--- src/rtl/ro_meas_sequencer.sv ---
// Ring-oscillator measurement sequencer: command in, settle/gate/hold timing, 3-byte result frame out.
// Optional build macro ROSEQ_AUTO_EN adds an idle-timeout self-trigger that alternates RO0/RO1.
module ro_meas_sequencer #(
  parameter int CNT_W  = 16,
  parameter int SETTLE = 64,
  parameter int GATE   = 1024,
  parameter int HOLD   = 4
) (
  input  logic             clk,
  input  logic             reset_n,
  input  logic             en,
  input  logic             cmd_valid,
  input  logic [7:0]       cmd_data,
  input  logic [CNT_W-1:0] ro_count,
  input  logic             tx_ready,
  output logic [1:0]       ro_en,
  output logic             cnt_clr,
  output logic             cnt_gate,
  output logic             tx_valid,
  output logic [7:0]       tx_data,
  output logic             busy,
  output logic             cmd_drop
);

  localparam int MAX_SG = (SETTLE > GATE) ? SETTLE : GATE;
  localparam int MAX_D  = (MAX_SG > HOLD) ? MAX_SG : HOLD;
  localparam int TW     = $clog2(MAX_D + 1);

  typedef enum logic [2:0] {
    ST_IDLE   = 3'd0,
    ST_SETTLE = 3'd1,
    ST_GATE   = 3'd2,
    ST_HOLD   = 3'd3,
    ST_SEND   = 3'd4
  } state_t;

  state_t           state_r;
  logic [TW-1:0]    timer_r;
  logic             osc_r;
  logic [CNT_W-1:0] result_r;
  logic [1:0]       byte_idx_r;
  logic             start_s;
  logic             start_osc_s;
  logic             drop_s;
`ifdef ROSEQ_AUTO_EN
  logic [11:0]      idle_cnt_r;
  logic             auto_osc_r;
  logic             auto_fire_s;
`endif

  function automatic logic [1:0] onehot(input logic osc);
    return osc ? 2'b10 : 2'b01;
  endfunction

  function automatic logic [7:0] header(input logic osc);
    return {7'b1010000, osc};
  endfunction

  // Command decode: start request, oscillator choice and discard pulse
  always_comb begin
    start_s     = 1'b0;
    start_osc_s = cmd_data[0];
    drop_s      = 1'b0;
`ifdef ROSEQ_AUTO_EN
    auto_fire_s = 1'b0;
`endif
    if (state_r == ST_IDLE) begin
      if (cmd_valid) begin
        if (en && (cmd_data[7:1] == 7'd0)) begin
          start_s = 1'b1;
        end else begin
          drop_s = 1'b1;
        end
      end else begin
`ifdef ROSEQ_AUTO_EN
        // an explicit command always pre-empts the idle timeout
        if (en && (idle_cnt_r == 12'd4095)) begin
          start_s     = 1'b1;
          start_osc_s = auto_osc_r;
          auto_fire_s = 1'b1;
        end else begin
          start_s = 1'b0;
        end
`else
        start_s = 1'b0;
`endif
      end
    end else begin
      drop_s = cmd_valid;
    end
  end

  // Sequencer FSM with registered outputs
  always_ff @(posedge clk or negedge reset_n) begin
    if (!reset_n) begin
      state_r    <= ST_IDLE;
      timer_r    <= '0;
      osc_r      <= 1'b0;
      result_r   <= '0;
      byte_idx_r <= 2'd0;
      ro_en      <= 2'b00;
      cnt_clr    <= 1'b0;
      cnt_gate   <= 1'b0;
      tx_valid   <= 1'b0;
      tx_data    <= 8'h00;
      busy       <= 1'b0;
      cmd_drop   <= 1'b0;
`ifdef ROSEQ_AUTO_EN
      idle_cnt_r <= 12'd0;
      auto_osc_r <= 1'b0;
`endif
    end else if ((state_r != ST_IDLE) && !en) begin
      // abort: everything back to reset values, partial frame discarded
      state_r    <= ST_IDLE;
      timer_r    <= '0;
      byte_idx_r <= 2'd0;
      ro_en      <= 2'b00;
      cnt_clr    <= 1'b0;
      cnt_gate   <= 1'b0;
      tx_valid   <= 1'b0;
      tx_data    <= 8'h00;
      busy       <= 1'b0;
      cmd_drop   <= 1'b0;
`ifdef ROSEQ_AUTO_EN
      idle_cnt_r <= 12'd0;
`endif
    end else begin
      cmd_drop <= drop_s;
      cnt_clr  <= 1'b0;
`ifdef ROSEQ_AUTO_EN
      idle_cnt_r <= 12'd0;
`endif
      case (state_r)
        ST_IDLE: begin
          if (start_s) begin
            state_r <= ST_SETTLE;
            osc_r   <= start_osc_s;
            ro_en   <= onehot(start_osc_s);
            cnt_clr <= 1'b1;
            busy    <= 1'b1;
            timer_r <= TW'(SETTLE - 1);
`ifdef ROSEQ_AUTO_EN
            if (auto_fire_s) begin
              auto_osc_r <= ~auto_osc_r;
            end
`endif
          end else begin
            state_r <= ST_IDLE;
`ifdef ROSEQ_AUTO_EN
            if (en && !cmd_valid) begin
              idle_cnt_r <= idle_cnt_r + 12'd1;
            end
`endif
          end
        end
        ST_SETTLE: begin
          if (timer_r == '0) begin
            state_r  <= ST_GATE;
            cnt_gate <= 1'b1;
            timer_r  <= TW'(GATE - 1);
          end else begin
            timer_r <= timer_r - TW'(1);
          end
        end
        ST_GATE: begin
          if (timer_r == '0) begin
            state_r  <= ST_HOLD;
            cnt_gate <= 1'b0;
            ro_en    <= 2'b00;
            timer_r  <= TW'(HOLD - 1);
          end else begin
            timer_r <= timer_r - TW'(1);
          end
        end
        ST_HOLD: begin
          if (timer_r == '0) begin
            state_r    <= ST_SEND;
            result_r   <= ro_count;
            tx_data    <= header(osc_r);
            tx_valid   <= 1'b1;
            byte_idx_r <= 2'd0;
          end else begin
            timer_r <= timer_r - TW'(1);
          end
        end
        ST_SEND: begin
          if (tx_ready) begin
            case (byte_idx_r)
              2'd0: begin
                tx_data    <= result_r[15:8];
                byte_idx_r <= 2'd1;
              end
              2'd1: begin
                tx_data    <= result_r[7:0];
                byte_idx_r <= 2'd2;
              end
              default: begin
                state_r    <= ST_IDLE;
                tx_valid   <= 1'b0;
                tx_data    <= 8'h00;
                busy       <= 1'b0;
                byte_idx_r <= 2'd0;
              end
            endcase
          end
        end
        default: begin
          state_r  <= ST_IDLE;
          ro_en    <= 2'b00;
          cnt_gate <= 1'b0;
          tx_valid <= 1'b0;
          tx_data  <= 8'h00;
          busy     <= 1'b0;
        end
      endcase
    end
  end

endmodule

--- config.mk ---
export PLATFORM = sky130hd
export DESIGN_NAME = ro_meas_sequencer
export DESIGN_NICKNAME = d
export VERILOG_FILES = /design/src/rtl/ro_meas_sequencer.sv
export SDC_FILE = /design/constraint.sdc
export NUM_CORES = 1
export LEC_CHECK = 0
export ABC_AREA = 0
export BUFFER_PORTS_ARGS = -buffer_cell sky130_fd_sc_hd__buf_2
export CAP_MARGIN = 25
export CORE_ASPECT_RATIO = 0.8
export CORE_MARGIN = 5
export CORE_UTILIZATION = 30
export DETAILED_ROUTE_END_ITERATION = 12
export PLACE_DENSITY = 0.55
export REMOVE_ABC_BUFFERS = 1
export SLEW_MARGIN = 20
export SYNTH_ARGS = -nofsm -noshare
export SYNTH_HDL_FRONTEND = slang
export SYNTH_SLANG_ARGS = --single-unit
export TNS_END_PERCENT = 20
--- constraint.sdc ---
create_clock -name clk -period 2.6 [get_ports clk]
set_input_delay 0.52 -clock clk [delete_from_list [all_inputs] [get_ports clk]]
set_output_delay 0.52 -clock clk [all_outputs]
set_load 0.03 [all_outputs]
==> impl_metrics.csv <==
group,metric,value,unit
outcome,status,"completed",
cts,h-tree-depth,2,
floorplan,die_x,113,um
yosys,async_flop_share,100,%
yosys,syn_avg_cell_area,10.4,sq um
final_layout,fin_util,36.4,%
cts,clock_sinks,48,
flow_run,cap_violations,0,
yosys,synth-seq-area-share,47.4,%
worst_hold_path,hp-class,"input pin to asynchronous set/reset pin",
sta,fmax,438,MHz
final_layout,area_growth,20.1,%
yosys,ys_types,54,
critical_path,critical_path_class,"flip-flop to flip-flop",
cts,cts_buffers,5,
route,first_iter_violations,93,
final_layout,final_nets,322,
placement,dp_hpwl,4.44,mm
placement,numPortBuffers,43,
critical_path,crit_required,2790,ps
floorplan,die_y,92.2,um
cts,cts.hold.buffers_added,0,
yosys,yosysWarningCount,0,
final_layout,drive_above_1_share,33.6,%
route,postRouteWirelength,5.88,mm
grt,grt_usage,11.3,%
power_and_ir_drop,powerDensity,635,nW/um^2
cts,cts.path.max_buffers,2,
grt,globalRouteOverflowTotal,0,
critical_path,start_kind,"flip-flop",
final_layout,layout_commonest_cell,"dfrtp_1",
sta,tightest_slew,534,ps
final_layout,fin_cells,404,
critical_path,slowest_delay,420,ps
sta,hold_viol,0,
cts,cts.clk_slew.worst_paths,100,ps
sta,skew,13.3,ps
power_and_ir_drop,irDropWorstVdd,0.248,mV
yosys,ys_ff_latch,48,
cts,cts_tree,"done",
yosys,netlist_area,2540,sq um
cts,clock-root-buffer,"clkbuf_8",
yosys,synth_edf_count,0,
yosys,synth_cells,245,
placement,dpl_cell_area,2910,sq um
route,ant_nets,0,
sta,finalCritPeriodShare,87.7,%
critical_path,cp_max_fo,10,
grt,grt_max_degree,20,
final_layout,final_area,3050,sq um
critical_path,crit_path_top_delay_cell,"dfrtp_1",
final_layout,final_cell_mix,"48 x dfrtp_1, 43 x buf_2, 30 x mux2_2, 26 x nor2_1, 16 x nand2_1",
route,vias_per_cell,5.07,
yosys,ys.flop_type,"dfrtp_1",
critical_path,critPathCaptureType,"flip-flop",
sta,rsz0062_at_grt,"false",
floorplan,die_area,10400,sq um
cts,cts_setup_buffers,0,
critical_path,crit_chain,"inv_1, ha_1, nor3b_1, nand4_1, a21oi_1, o21a_1, mux2_2",
grt,antenna_found_initial,0,
grt,grt_pass1_wl,9.84,mm
route,drt_pass1_iterations,4,
placement,gp_congestion,0.788,
floorplan,io_pins,44,
floorplan,core,8370,sq um
grt,first_global_vias,1952,
cts,ctsResizeCount,0,
placement,dp.cells,396,
final_layout,diodes,0,
sta,finalCriticalPeriod,2280,ps
route,vias,2047,
sta,setup-tns-final,0,ps
floorplan,start_util,30.3,%
power_and_ir_drop,p_leak,1.45,nW
cts,clock_latency,310,ps
sta,drv_slew,0,
floorplan,rows,30,
route,wire_per_inst,14.6,um
route,route.detailed.drc,0,
sta,setup_viol,0,
critical_path,cp.arrival,2470,ps
sta,relSlewSlack,64.0,%
metrics by stage:
step           power, mW  hold slack, ps  setup WS [ps]
3_5_place_dp        1.30             432            291
2_1_floorplan       1.14             224            381
3_3_place_gp        1.29             432            351
4_1_cts             1.95            92.3            286
5_1_grt             2.03             116            104
6_report            1.93            86.5            319
critical path, delay by kind of cell (launching register included):
family / cells / cell delay, ps
multiplexers: 1 / 380
adder cells (fa/ha/maj): 1 / 150
AND/OR/NAND/NOR: 2 / 530
flip-flops: 1 / 420
buffers and inverters: 1 / 90
AO/OA/AOI/OAI: 2 / 600
synthesized netlist by cell type, drive strengths merged, types with 4 or more instances:
master / instances / area [sq um]
a21o: 4 / 31.3
a21oi: 10 / 53.8
a22o: 5 / 43.8
clkbuf: 12 / 46.3
dfrtp: 48 / 1200
inv: 4 / 15.0
mux2: 30 / 338
mux2i: 5 / 50.1
nand2: 16 / 60.1
nand2b: 4 / 25.0
nand3: 7 / 35.0
nor2: 26 / 97.6
nor3: 7 / 46.3
nor4: 4 / 31.3
o21ai: 11 / 55.1
or3: 4 / 25.0
layer usage:
layer | share of wire, % | track usage (%) | wire length, um | vias up
met2 | 43 | 15.9 | 2550 | 63
met5 | 0 | 0 | 0 | -
met1 | 51 | 17.8 | 3000 | 987
li1 | - | - | - | 995
met4 | 0.32 | 2.00 | 19 | 0
met3 | 5.4 | 2.44 | 318 | 2
registers in the layout, summed over array words and instances, names as in the netlist, 2 cells and up:
register / count
result_r: 16
timer_r: 11
tx_data: 8
state_r: 3
byte_idx_r: 2
ro_en: 2
area by class of cell:
class,instances,area (sq um)
clock buffers,5,68.8
clock inverters,3,68.8
fillers,842,5330
inverters,5,18.8
multi-input cells,179,1260
flip-flops and latches,48,1200
well taps,112,140
repair buffers,52,283
path summary, 6_finish.rpt:
check | endpoint | slack, ps | cells after the start | from
min in group clk | result_r[1]$_DFFE_PN0P_ | 440 | 2 | ro_count[1]
setup / recovery | tx_data[5]$_DFFE_PN0P_ | 320 | 7 | timer_r[0]$_DFFE_PN0P_
setup reg to reg | tx_data[5]$_DFFE_PN0P_ | 320 | 7 | timer_r[0]$_DFFE_PN0P_
hold / removal | result_r[3]$_DFFE_PN0P_ | 90 | 1 | reset_n
max in group asynchronous | state_r[0]$_DFFE_PN0P_ | 1930 | 2 | reset_n
hold reg to reg | ro_en[1]$_DFFE_PN0P_ | 500 | 1 | ro_en[1]$_DFFE_PN0P_
cells by family after synthesis:
group | Yosys count | share of synthesized area [%]
AND/OR/NAND/NOR | 87 | 18.3
XOR/XNOR | 1 | 0.345
AO/OA/AOI/OAI | 54 | 15.0
buffers and inverters | 18 | 2.76
adder cells (fa/ha/maj) | 2 | 0.987
multiplexers | 35 | 15.3
flip-flops | 48 | 47.4
report_power, final:
| part | switching [mW] | total (mW) | leakage (nW) | internal (mW) |
|---|---|---|---|---|
| Sequential | 0.0614 | 0.861 | 0.650 | 0.800 |
| Combinational | 0.249 | 0.420 | 0.726 | 0.172 |
| Clock | 0.267 | 0.654 | 0.0687 | 0.387 |
(Power assumes the default switching activity.)
